$ cat config.mk
export PLATFORM = sky130hd
export DESIGN_NAME = boot_loader
export DESIGN_NICKNAME = d
export VERILOG_FILES = /design/src/rtl/boot_loader.sv
export SDC_FILE = /design/constraint.sdc
export NUM_CORES = 1
export LEC_CHECK = 0
export BUFFER_PORTS_ARGS = -buffer_cell sky130_fd_sc_hd__buf_4
export CORE_ASPECT_RATIO = 0.9
export CORE_MARGIN = 2
export CORE_UTILIZATION = 46
export DETAILED_ROUTE_END_ITERATION = 10
export PLACE_DENSITY = 0.78
export SLEW_MARGIN = 15
export SYNTH_ARGS = -nofsm -noshare
export SYNTH_HDL_FRONTEND = slang
export SYNTH_SLANG_ARGS = --single-unit
$ cat constraint.sdc
create_clock -name clk -period 2.4 [get_ports clk]
set_clock_uncertainty 0.1 [all_clocks]
set_input_delay 0.12 -clock clk [delete_from_list [all_inputs] [get_ports clk]]
set_output_delay 0.12 -clock clk [all_outputs]
set_load 0.01 [all_outputs]
$ cat src/rtl/boot_loader.sv
// Boot loader: copies BOOT_WORDS 32-bit boot ROM words into a 16-bit
// SRAM as low/high halfword pairs, then releases the processor reset.
//
// Ports:
//   clk, rst_n        clock, asynchronous active-low reset
//   boot_en           sampled once in IDLE: 1 = copy, 0 = skip copy
//   boot_rom_rd_en    ROM read strobe; data returns one cycle later
//   boot_rom_addr     ROM word address (always tracks the word counter)
//   boot_rom_rd_data  ROM read data
//   sram_*            active-low SRAM controls, halfword address, write data
//   boot_busy         high while copying
//   boot_done         high once copy finished or skipped
//   proc_rst_n        processor reset release, equals boot_done
module boot_loader #(
    parameter int DATA_WIDTH      = 32,
    parameter int ROM_ADDR_WIDTH  = 10,
    parameter int SRAM_ADDR_WIDTH = 11,
    parameter int BOOT_WORDS      = 256
) (
    input  logic                       clk,
    input  logic                       rst_n,
    input  logic                       boot_en,
    output logic                       boot_rom_rd_en,
    output logic [ROM_ADDR_WIDTH-1:0]  boot_rom_addr,
    input  logic [DATA_WIDTH-1:0]      boot_rom_rd_data,
    output logic                       sram_ce_n,
    output logic                       sram_we_n,
    output logic                       sram_oe_n,
    output logic                       sram_ub_n,
    output logic                       sram_lb_n,
    output logic [SRAM_ADDR_WIDTH-1:0] sram_addr,
    output logic [15:0]                sram_wr_data,
    output logic                       boot_busy,
    output logic                       boot_done,
    output logic                       proc_rst_n
);

    localparam logic [2:0] S_IDLE     = 3'd0;
    localparam logic [2:0] S_READ     = 3'd1;
    localparam logic [2:0] S_WAIT_ROM = 3'd2;
    localparam logic [2:0] S_WR_LO    = 3'd3;
    localparam logic [2:0] S_WR_HI    = 3'd4;
    localparam logic [2:0] S_DONE     = 3'd5;

    // Terminal word index; comparing against it (rather than letting the
    // counter roll over) keeps a full-ROM copy from wrapping to word 0.
    localparam logic [ROM_ADDR_WIDTH-1:0] LAST_WORD =
        ROM_ADDR_WIDTH'(BOOT_WORDS - 1);

    logic [2:0]                state;
    logic [ROM_ADDR_WIDTH-1:0] wcnt;
    logic [DATA_WIDTH-1:0]     data_buf;

    logic wr_cyc;
    logic wr_hi;

    always_ff @(posedge clk or negedge rst_n) begin
        if (!rst_n) begin
            state    <= S_IDLE;
            wcnt     <= '0;
            data_buf <= '0;
        end else begin
            case (state)
                S_IDLE: begin
                    state <= boot_en ? S_READ : S_DONE;
                end
                S_READ: begin
                    state <= S_WAIT_ROM;
                end
                S_WAIT_ROM: begin
                    data_buf <= boot_rom_rd_data;
                    state    <= S_WR_LO;
                end
                S_WR_LO: begin
                    state <= S_WR_HI;
                end
                S_WR_HI: begin
                    if (wcnt == LAST_WORD) begin
                        state <= S_DONE;
                    end else begin
                        wcnt  <= wcnt + 1'b1;
                        state <= S_READ;
                    end
                end
                S_DONE: begin
                    state <= S_DONE;
                end
                default: begin
                    state <= S_IDLE;
                end
            endcase
        end
    end

    // All outputs decode from registered state only.
    assign wr_hi  = (state == S_WR_HI);
    assign wr_cyc = (state == S_WR_LO) || wr_hi;

    assign boot_rom_rd_en = (state == S_READ);
    assign boot_rom_addr  = wcnt;

    assign sram_ce_n = ~wr_cyc;
    assign sram_we_n = ~wr_cyc;
    assign sram_ub_n = ~wr_cyc;
    assign sram_lb_n = ~wr_cyc;
    assign sram_oe_n = 1'b1;
    assign sram_addr = {wcnt, wr_hi};

    always_comb begin
        sram_wr_data = '0;
        if (wr_hi) begin
            sram_wr_data = data_buf[DATA_WIDTH-1 -: 16];
        end else if (wr_cyc) begin
            sram_wr_data = data_buf[15:0];
        end
    end

    assign boot_busy  = (state == S_READ) || (state == S_WAIT_ROM) || wr_cyc;
    assign boot_done  = (state == S_DONE);
    assign proc_rst_n = boot_done;

endmodule

==> impl_results.md, run 1 <==
- Run status: finished, final reports clean
- Area Growth Syn to Fin: 45.0%
- Vias in the first global route: 1686
- Final setup viols: 0
- Die W: 76.5 um
- Synth warnings: 0
- Initial antenna violation count: 0
- DP Worst Slack: 0.438 ns
- Drt pass-1 iters: 4
- Largest net degree at the start of global routing: 46
- Total length of routed wires: 4.80 mm
- Critical Setup Path Class: flop to primary output
- WP data arrival: 1.79 ns
- CTS sink count: 45
- Post-synth EDFFs: 0
- Worst r2r path cells: 5
- Reg2reg start: state[2]$_DFF_PN0_
- Min-Delay Path Class: input pin to flop
- H-tree Lvls: 2
- Hpwl dp: 3.01 mm
- Clock power share: 39.6%
- Post-route minimum period: 2.01 ns
- 1st-iter DRT viols: 37
- Most used flip-flop cell after synthesis: dfrtp_1
- Commonest non-fill, non-tap cell in the layout: buf_4
- PwrDens: 486 mW/mm^2
- VDD IR-drop max: 0.000455 V
- Seq/Total Area, Yosys: 51.8%
- ANT nets after route: 0
- Maximum operating frequency: 0.498 GHz
- Die Area: 0.00529 sq mm
- Port bufs: 79
- Combinational power share: 8.3%
- WP data required: 2.18 ns
- Top-level port count: 81
- Syn Area/Cell: 12.8 sq um
- Most frequent cells in the layout: 81 x buf_4, 45 x dfrtp_1, 33 x mux2_2, 33 x dlygate4sd3_1, 16 x a22o_1
- Crit start category: flop
- Tcrit/Tclk final: 83.6%
- CTS Buf Count: 5
- Post-Place Cell Area: 0.00270 sq mm
- Pint: 1.19 mW
- Post-CTS Setup Bufs: 0
- Via/cell ratio: 5.02
- Netlist cell types: 31
- Psw: 340 uW
- Clock root buffer: clkbuf_8
- Final hold vios: 0
- GR Layer Usage met2: 32.4%
- Share of layout cells above drive strength 1: 49.3%
- Non-filler cells, final: 330
- Crit path from: state[2]$_DFF_PN0_
- CTS tree: done
- Pwr Total: 1.53 mW
- Final Cell Area: 0.00315 sq mm
- GR met1 Demand/Resource: 23.2%
- R2r setup slk: 0.43 ns
- Via count: 1655
- Post-route DRC: 0
- Global route overflow: 0
- Total track usage: 19.2%
- Core Box Area: 0.00449 sq mm
- Critical Path Fanout Max: 22
- DIE HEIGHT: 69.2 um
- Hold Buf Count CTS: 33
- P_leak: 1.45 nW
- Worst-margin pin slew: 0.581 ns
- Worst-Skew Late Latency: 0.31 ns
- Slew margin rel.: 61.3%
- Reg2reg end: boot_rom_addr[8]$_DFFE_PN0P_
- RSZ-0062 raised after global routing: no
- Avg WL per Cell: 14.5 um
- Setup ws final: 0.394 ns
- Sequential share of power: 52.1%
- Routability cong.: 0.745
- FFs w/ async S/R, synth: 100%
- Layout net count: 303
- Max cap viols: 0
- Initial Util: 48.4%
- GR met3 Demand/Resource: 5.21%
- Top Usage Layer GRT: met2
- Seq cells post-synth: 45
- Cell Area, Synth: 0.00217 sq mm
- Synth Net Count: 206
- Rows: 23
- Clock buffer depth: 2
- CTS resizes: 0
- TNS Setup: 0 ns
- Sw Share: 22.2%
- Slew Limit Fails: 0
- Cells after Synth: 170
- Crit path capture type: primary output
- Worst setup path endpoint: sram_wr_data[12]
- First-pass GRT wire length: 8.00 mm
- Placed cells: 289
- Ant. Diodes: 0
- CTS clk-pin slew, worst paths: 0.09 ns
-- cells in the mapped netlist, drive strengths merged, types with 2 or more instances --
| cell type | count | area, sq um |
|---|---|---|
| a21oi | 4 | 20.0 |
| nor2b | 3 | 18.8 |
| nor4 | 3 | 46.3 |
| dfrtp | 45 | 1130 |
| nor2 | 8 | 30.0 |
| xor2 | 6 | 52.6 |
| mux2 | 34 | 383 |
| nand2 | 2 | 15.0 |
| a22o | 16 | 140 |
| nor3b | 2 | 20.0 |
| nor3 | 5 | 25.0 |
| nand3 | 6 | 35.0 |
| buf | 24 | 163 |
-- registers in the layout, indices dropped and copies added, names as in the netlist --
register       cells
state              3
data_buf          32
boot_rom_addr     10
-- final cells by class --
cell class | instances | area [sq um]
clock buffers | 5 | 68.8
clock inverters | 3 | 50.0
fillers | 340 | 1340
inverters | 2 | 12.5
multi-input cells | 99 | 878
flip-flops and latches | 45 | 1130
well taps | 62 | 77.6
repair buffers | 114 | 938
-- per-layer routing --
metal	part of all wire, %	wire length (um)	vias to the layer above
met4	1.4	68	0
li1	-	-	783
met1	40	1920	805
met3	7.6	364	5
met5	0	0	-
met2	51	2440	62
-- power by group through the flow --
stage | clock network (mW) | logic (mW) | registers [mW]
3_3_place_gp | 0 | 0.0821 | 0.813
2_1_floorplan | 0 | 0.0260 | 0.810
6_report | 0.607 | 0.127 | 0.799
4_1_cts | 0.621 | 0.127 | 0.799
3_5_place_dp | 0 | 0.0840 | 0.814
5_1_grt | 0.650 | 0.139 | 0.803
-- stage by stage --
stage / util [%] / hold WS (ns)
after global placement: 60.2 / 0.0549
after global routing: 70.2 / 0.0628
after floorplan: - / -0.276
final: 70.2 / 0.0168
after detailed placement: 60.2 / 0.0567
after CTS: 70.2 / 0.0125
-- how the worst min path moves through the flow --
| stage | to | slack (ns) | cells after the start | from |
|---|---|---|---|---|
| floorplan | boot_rom_addr[0]$_DFFE_PN0P_ | -0.28 | 0 | rst_n |
| global placement | boot_rom_addr[1]$_DFFE_PN0P_ | 0.05 | 1 | rst_n |
| detailed placement | boot_rom_addr[1]$_DFFE_PN0P_ | 0.06 | 1 | rst_n |
| CTS | state[2]$_DFF_PN0_ | 0.01 | 4 | boot_en |
| global route | state[2]$_DFF_PN0_ | 0.06 | 4 | boot_en |
| finish | state[2]$_DFF_PN0_ | 0.02 | 4 | boot_en |
-- worst max-delay path, stage by stage, from the launching register on --
cell and delay [ns]:
dfrtp_1 0.51, or3b_4 0.47, clkinv_4 0.18, a22o_1 0.20, buf_4 0.12
-- kinds of logic (layout without fill, tap and decap cells) --
kind of cell | Yosys count | count (layout) | synth area share, %
adders and majority gates | 1 | 1 | 0.576
DFF | 45 | 45 | 51.8
xor gates and xnor gates | 7 | 7 | 2.82
and+or+nand+nor | 35 | 35 | 11.2
other | 1 | 1 | 0.173
AOI/OAI and AO/OA | 21 | 21 | 7.71
buffers and inverters | 26 | 124 | 8.06
muxes | 34 | 34 | 17.6
Note: power is estimated with default switching activity, not from simulation.
==> run 2, diff against run 1 <==
clock period = 1.9 ns   (was 2.4 ns; I/O delays follow)
==> run 2 against run 1 <==
Largest cell class unchanged. First-iteration DRC count increased by 120%. Count of clock-buffer cells in the layout is 1 higher. Worst setup slack worse by 0.34 ns. Via count is 3.6% higher. Register-to-register slack got worse by 0.35 ns. Critical path depth grew 1. Critical endpoint is now sram_wr_data[0]. Die area stayed put.
==> impl_results.md, run 2 (synthesis gave the netlist of run 1 again) <==
- Run status: finished, final reports clean (unchanged)
- WP data arrival: 1.65 ns (was 1.79 ns)
- Pint: 1.50 mW (was 1.19 mW)
- Largest net degree at the start of global routing: 46 (unchanged)
- Clock root buffer: clkbuf_8 (unchanged)
- Crit start category: flop (unchanged)
- Crit path capture type: primary output (unchanged)
- Rows: 23 (unchanged)
- First-pass GRT wire length: 8.49 mm (was 8.00 mm)
- VDD IR-drop max: 0.000563 V (was 0.000455 V)
- 1st-iter DRT viols: 81 (was 37)
- H-tree Lvls: 2 (unchanged)
- Avg WL per Cell: 15.2 um (was 14.5 um)
- Min-Delay Path Class: input pin to asynchronous set/reset pin (was input pin to flop)
- Critical Setup Path Class: flop to primary output (unchanged)
- Ant. Diodes: 0 (unchanged)
- TNS Setup: 0 ns (unchanged)
- CTS Buf Count: 5 (unchanged)
- Initial antenna violation count: 0 (unchanged)
- Die W: 76.5 um (unchanged)
- Combinational power share: 8.6% (was 8.3%)
- Total track usage: 20.3% (was 19.2%)
- Via count: 1714 (was 1655)
- ANT nets after route: 0 (unchanged)
- Layout net count: 315 (was 303)
- Critical Path Fanout Max: 13 (was 22)
- WP data required: 1.70 ns (was 2.18 ns)
- Global route overflow: 0 (unchanged)
- Clock buffer depth: 2 (unchanged)
- Max cap viols: 0 (unchanged)
- Worst-margin pin slew: 0.572 ns (was 0.581 ns)
- Critical Path, Cell by Cell: or3b_4, inv_8, buf_12, a22o_1, buf_4 (was or3b_4, clkinv_4, a22o_1, buf_4)
- Max reg flops: 32 (unchanged)
- PwrDens: 575 mW/mm^2 (was 486 mW/mm^2)
- Post-route minimum period: 1.85 ns
- Clock power share: 38.1% (was 39.6%)
- Die Area: 0.00529 sq mm (unchanged)
- Initial Util: 48.4% (unchanged)
- P_leak: 1.52 nW (was 1.45 nW)
- Final core occ: 73.4% (was 70.2%)
- Core Box Area: 0.00449 sq mm (unchanged)
- Slew Limit Fails: 0 (unchanged)
- Top-level port count: 81 (unchanged)
- Drt pass-1 iters: 4 (unchanged)
- Vias in the first global route: 1792 (was 1686)
- Slew margin rel.: 61.9% (was 61.3%)
- Area Growth Syn to Fin: 51.7% (was 45.0%)
- Via/cell ratio: 5.01 (was 5.02)
- Crit-path max cell delay: 0.45 ns (was 0.51 ns)
- Post-route DRC: 0 (unchanged)
- RSZ-0062 raised after global routing: no (unchanged)
- Maximum operating frequency: 0.541 GHz
- Psw: 395 uW (was 340 uW)
- Port bufs: 79 (unchanged)
- CP max-delay cell: or3b_4 (was dfrtp_1)
- Sw Share: 20.8% (was 22.2%)
- Tcrit/Tclk final: 97.3%
- Sequential share of power: 53.3% (was 52.1%)
- CTS tree: done (unchanged)
- Final hold vios: 0 (unchanged)
- Most frequent cells in the layout: 86 x buf_4, 44 x dfrtp_1, 34 x dlygate4sd3_1 (was 81 x buf_4, 45 x dfrtp_1, 33 x mux2_2, 33 x dlygate4sd3_1, 16 x a22o_1)
- Filler cells: 326 (was 340)
- Hpwl dp: 3.22 mm (was 3.01 mm)
- CTS clk-pin slew, worst paths: 0.08 ns (was 0.09 ns)
- CTS sink count: 45 (unchanged)
- Final setup viols: 0 (unchanged)
- Commonest non-fill, non-tap cell in the layout: buf_4 (unchanged)
- Worst-Skew Late Latency: 0.30 ns (was 0.31 ns)
- Share of layout cells above drive strength 1: 52.1% (was 49.3%)
- Total length of routed wires: 5.19 mm (was 4.80 mm)
- Top register by number of flip-flops: data_buf (unchanged)
- DIE HEIGHT: 69.2 um (unchanged)
- Routability cong.: 0.780 (was 0.745)
run 2: cell type report:
type / instances / area, sq um / share of cell area [%]
Clock buffer: 6 / 72.6 / 2.20
Clock inverter: 2 / 38.8 / 1.18
Inverter: 2 / 15.0 / 0.455
Multi-Input combinational cell: 99 / 886 / 26.9
Sequential cell: 45 / 1130 / 34.2
Tap cell: 62 / 77.6 / 2.35
Timing Repair Buffer: 126 / 1080 / 32.8
run 2: path summary, 6_finish.rpt:
path | slack [ns] | endpoint | cells after the start | from
worst max-delay path | 0.05 | sram_wr_data[0] | 5 | state[1]$_DFF_PN0_
worst min-delay path | 0.24 | data_buf[19]$_DFFE_PN0P_ | 2 | rst_n
worst max register to register | 0.08 | boot_rom_addr[8]$_DFFE_PN0P_ | 6 | state[1]$_DFF_PN0_
worst min register to register | 0.41 | data_buf[9]$_DFFE_PN0P_ | 1 | data_buf[9]$_DFFE_PN0P_
max in group asynchronous | 1.05 | boot_rom_addr[0]$_DFFE_PN0P_ | 2 | rst_n
min in group clk | 0.41 | data_buf[9]$_DFFE_PN0P_ | 1 | data_buf[9]$_DFFE_PN0P_
run 2: power groups by stage:
stage | Sequential (mW) | Clock, mW | Combinational [mW]
floorplan | 1.02 | 0 | 0.0328
global placement | 1.03 | 0 | 0.103
detailed placement | 1.03 | 0 | 0.106
CTS | 1.01 | 0.738 | 0.161
global route | 1.01 | 0.779 | 0.177
finish | 1.01 | 0.722 | 0.162
run 2: repair_timing:
action,in CTS,in global routing
pin swaps,0,1
resized for setup,1,13
endpoints found under the setup margin,13,22
hold buffers,34,0
setup buffers,0,3
gates cloned,0,1
endpoints found under the hold margin,78,0
run 2: worst max-delay path, delay by kind of cell, from the launching register on:
family	cells	cell delay, ns
DFF	1	0.38
buffers and inverters	3	0.36
and+or+nand+nor	1	0.45
AOI/OAI and AO/OA	1	0.16
run 2: layer usage:
metal / global-route usage (%) / part of all wire, %
met1: 22.5 / 40
met2: 36.5 / 52
met5: 0 / 0
met3: 7.81 / 7.6
met4: 5.45 / 1.2
run 2: stage by stage:
stage | hold slack (ns) | cell area [sq um] | setup slack (ns) | total power, mW | std cells
floorplan | -0.301 | 2170 | 0.0795 | 1.06 | 170
global placement | 0.0383 | 2770 | 0.206 | 1.13 | 296
detailed placement | 0.0339 | 2770 | 0.136 | 1.13 | 296
CTS | 0.250 | 3220 | 0.00230 | 1.91 | 338
global route | 0.291 | 3300 | 0.00374 | 1.97 | 342
finish | 0.236 | 3300 | 0.0507 | 1.89 | 342
==> run 3, diff against run 2 <==
ABC_AREA = 1   (was not set)
CORE_MARGIN = 5   (was 2)
PLACE_DENSITY = 0.77   (was 0.78)
==> run 3 against run 2 <==
Synthesized area increased by 8.8%. First-iteration DRC count increased by 11%. Global-route usage decreased by 2.6 points. Critical path type unchanged. Largest cell class unchanged.
==> impl_results.md, run 3 <==
- Hpwl dp: 3.74 mm (was 3.22 mm)
- Critical Path Fanout Max: 17 (was 13)
- DIE HEIGHT: 78 um (was 69.2 um)
- Sequential share of power: 52.7% (was 53.3%)
- Multi-input combinational cell area: 0.00101 sq mm (was 886 sq um)
- Sequential cell area: 0.00113 sq mm (unchanged)
- Combinational power share: 9.5% (was 8.6%)
- Max cap viols: 0 (unchanged)
- Top register by number of flip-flops: data_buf (unchanged)
- CTS sink count: 45 (unchanged)
- Seq/Total Area, Yosys: 47.6% (was 51.8%)
- CP max-delay cell: dfrtp_1 (was or3b_4)
- Final hold slack: 0.240 ns (was 0.236 ns)
- Crit path capture type: primary output (unchanged)
- P_leak: 1.75 nW (was 1.52 nW)
- CTS tree: done (unchanged)
- CTS Buf Count: 5 (unchanged)
- Synth warnings: 0 (unchanged)
- Post-CTS Setup Bufs: 0 (unchanged)
- FFs w/ async S/R, synth: 100% (unchanged)
- Port bufs: 79 (unchanged)
- Crit-path max cell delay: 0.49 ns (was 0.45 ns)
- Min-Delay Path Class: input pin to asynchronous set/reset pin (unchanged)
- Worst-Skew Late Latency: 0.29 ns (was 0.30 ns)
- Commonest non-fill, non-tap cell in the layout: buf_4 (unchanged)
- Worst-margin pin slew: 0.552 ns (was 0.572 ns)
- Slew margin rel.: 63.2% (was 61.9%)
- Cell Area, Synth: 0.00236 sq mm (was 0.00217 sq mm)
- Pint: 1.55 mW (was 1.50 mW)
- TNS Setup: 0 ns (unchanged)
- Post-route minimum period: 1.72 ns (was 1.85 ns)
- Core Box Area: 0.00492 sq mm (was 0.00449 sq mm)
- Synth top area share: 47.6% (was 51.8%)
- Share of layout cells above drive strength 1: 43.6% (was 52.1%)
- First-pass GRT wire length: 9.38 mm (was 8.49 mm)
- PwrDens: 569 mW/mm^2 (was 575 mW/mm^2)
- Most area-consuming cells after synthesis: dfrtp_1 48%, mux2_4 18%, a22o_1 5.9% (was dfrtp_1 52%, mux2_2 17%, a22o_1 6.4%)
- Cell taking the most area after synthesis: dfrtp_1 (unchanged)
- Avg WL per Cell: 14.7 um (was 15.2 um)
- WP data arrival: 1.53 ns (was 1.65 ns)
- Ant. Diodes: 0 (unchanged)
- Most used flip-flop cell after synthesis: dfrtp_1 (unchanged)
- Pwr Total: 1.92 mW (was 1.89 mW)
- Initial Util: 48.0% (was 48.4%)
- Largest net degree at the start of global routing: 46 (unchanged)
- Via count: 1805 (was 1714)
- Rows: 24 (was 23)
- Psw: 371 uW (was 395 uW)
- Synth Net Count: 244 (was 206)
- Total length of routed wires: 5.54 mm (was 5.19 mm)
- ANT nets after route: 0 (unchanged)
- Commonest cells in the netlist: 45 x dfrtp_1, 35 x nand2_1, 28 x mux2_4 (was 45 x dfrtp_1, 33 x mux2_2, 17 x buf_4)
- Clock buffer depth: 2 (unchanged)
- Top-level port count: 81 (unchanged)
- Area Growth Syn to Fin: 42.8% (was 51.7%)
- Critical Path, Cell by Cell: nand3_1, inv_4, a22o_1, buf_4 (was or3b_4, inv_8, buf_12, a22o_1, buf_4)
- Clock power share: 37.9% (was 38.1%)
- Routability cong.: 0.853 (was 0.780)
- Tcrit/Tclk final: 90.7% (was 97.3%)
- Drt pass-1 iters: 4 (unchanged)
- CTS clk-pin slew, worst paths: 0.08 ns (about the same)
- Final setup viols: 0 (unchanged)
- VDD IR-drop max: 0.000505 V (was 0.000563 V)
- Vias in the first global route: 1855 (was 1792)
- Global route overflow: 0 (unchanged)
- Sw Share: 19.3% (was 20.8%)
- Filler cells: 366 (was 326)
- Maximum operating frequency: 0.580 GHz (was 0.541 GHz)
- Die Area: 0.00667 sq mm (was 0.00529 sq mm)
- Most frequent cell after synthesis: dfrtp_1 (unchanged)
- Layout net count: 347 (was 315)
- Clock root buffer: clkbuf_8 (unchanged)
- Syn Area/Cell: 11.4 sq um (was 12.8 sq um)
- Crit start category: flop (unchanged)
- Via/cell ratio: 4.79 (was 5.01)
- WP data required: 1.70 ns (about the same)
- Seq cells post-synth: 45 (unchanged)
- Max reg flops: 32 (unchanged)
- 1st-iter DRT viols: 90 (was 81)
- RSZ-0062 raised after global routing: no (unchanged)
- Cells after Synth: 208 (was 170)
- Final hold vios: 0 (unchanged)
- Netlist cell types: 26 (was 31)
- Post-route DRC: 0 (unchanged)
- Slew Limit Fails: 0 (unchanged)
- H-tree Lvls: 2 (unchanged)
- Run status: finished, final reports clean (unchanged)
- Total track usage: 17.7% (was 20.3%)
- Post-synth EDFFs: 0 (unchanged)
- Critical Setup Path Class: flop to primary output (unchanged)
- Most frequent cells in the layout: 83 x buf_4, 44 x dfrtp_1, 35 x nand2_1 (was 86 x buf_4, 44 x dfrtp_1, 34 x dlygate4sd3_1)
- Initial antenna violation count: 0 (unchanged)
- Die W: 85.6 um (was 76.5 um)
-- run 3: changes by cell type in the layout (fill, tap and decap cells not counted), sizes merged, moves of 3 or more --
cell and change:
a21oi -4, buf -8, inv +13, nand2 +37
nand4 +3, nor2 +6, nor2b -3, nor3 -4
nor4 -3, o21ai +5, xor2 -3
-- run 3: layout make-up --
type | instances | share of cell area [%]
inverter | 15 | 1.74
tap | 65 | 2.41
sequential | 45 | 33.4
clock buffer | 7 | 2.56
clock inverter | 1 | 0.890
timing repair buffer | 118 | 29.1
multi-input combinational | 126 | 29.9
-- run 3: worst paths after layout --
check	from	to	slack, ns	depth (start not counted)
hold / removal	rst_n	data_buf[23]$_DFFE_PN0P_	0.24	2
min in group clk	data_buf[21]$_DFFE_PN0P_	data_buf[21]$_DFFE_PN0P_	0.41	1
setup / recovery	state[0]$_DFF_PN0_	sram_wr_data[2]	0.18	4
hold reg to reg	data_buf[21]$_DFFE_PN0P_	data_buf[21]$_DFFE_PN0P_	0.41	1
setup reg to reg	state[2]$_DFF_PN0_	data_buf[23]$_DFFE_PN0P_	0.30	4
max in group asynchronous	rst_n	state[1]$_DFF_PN0_	1.06	2
-- run 3: per-layer routing --
metal | wire length (um) | track usage [%] | part of all wire (%) | vias to the layer above
met5 | 0 | 0 | 0 | -
li1 | - | - | - | 882
met2 | 2860 | 30.0 | 52 | 45
met1 | 2350 | 23.0 | 42 | 868
met3 | 227 | 2.97 | 4.1 | 10
met4 | 99 | 6.01 | 1.8 | 0
-- run 3: cell families after synthesis --
group	after synthesis	synth area share, %
fa+ha+maj	1	0.529
compound gates	22	7.31
buf+inv	37	9.90
xor+xnor	4	1.48
flops	45	47.6
mux	32	19.7
simple gates	66	13.3
other cells	1	0.159
-- run 3: power groups by stage --
stage / Combinational (mW) / Clock (mW) / Sequential, mW
2_1_floorplan: 0.0507 / 0 / 1.02
3_3_place_gp: 0.124 / 0 / 1.03
3_5_place_dp: 0.128 / 0 / 1.03
4_1_cts: 0.183 / 0.755 / 1.01
5_1_grt: 0.201 / 0.797 / 1.02
6_report: 0.182 / 0.728 / 1.01
-- run 3: timing repair --
item / 4_1_cts / 5_1_grt
gates resized for setup: 0 / 4
hold buffers: 34 / 0
endpoints found under the setup margin: 0 / 3
hold endpoints to repair: 78 / 0
-- run 3: through the flow --
step / instance area [sq um] / setup WS [ns] / instances / utilization [%]
2_1_floorplan: 2360 / 0.279 / 208 / -
3_3_place_gp: 2910 / 0.355 / 335 / 59.1
3_5_place_dp: 2910 / 0.294 / 335 / 59.1
4_1_cts: 3370 / 0.0845 / 377 / 68.4
5_1_grt: 3380 / 0.0410 / 377 / 68.5
6_report: 3380 / 0.176 / 377 / 68.5
-- run 3: worst max-delay path: cells and delay by family (launching register included) --
kind                   cells  cell delay (ns)
flip-flops                 1             0.49
AND/OR/NAND/NOR            1             0.20
AO/OA/AOI/OAI              1             0.18
buffers and inverters      2             0.35
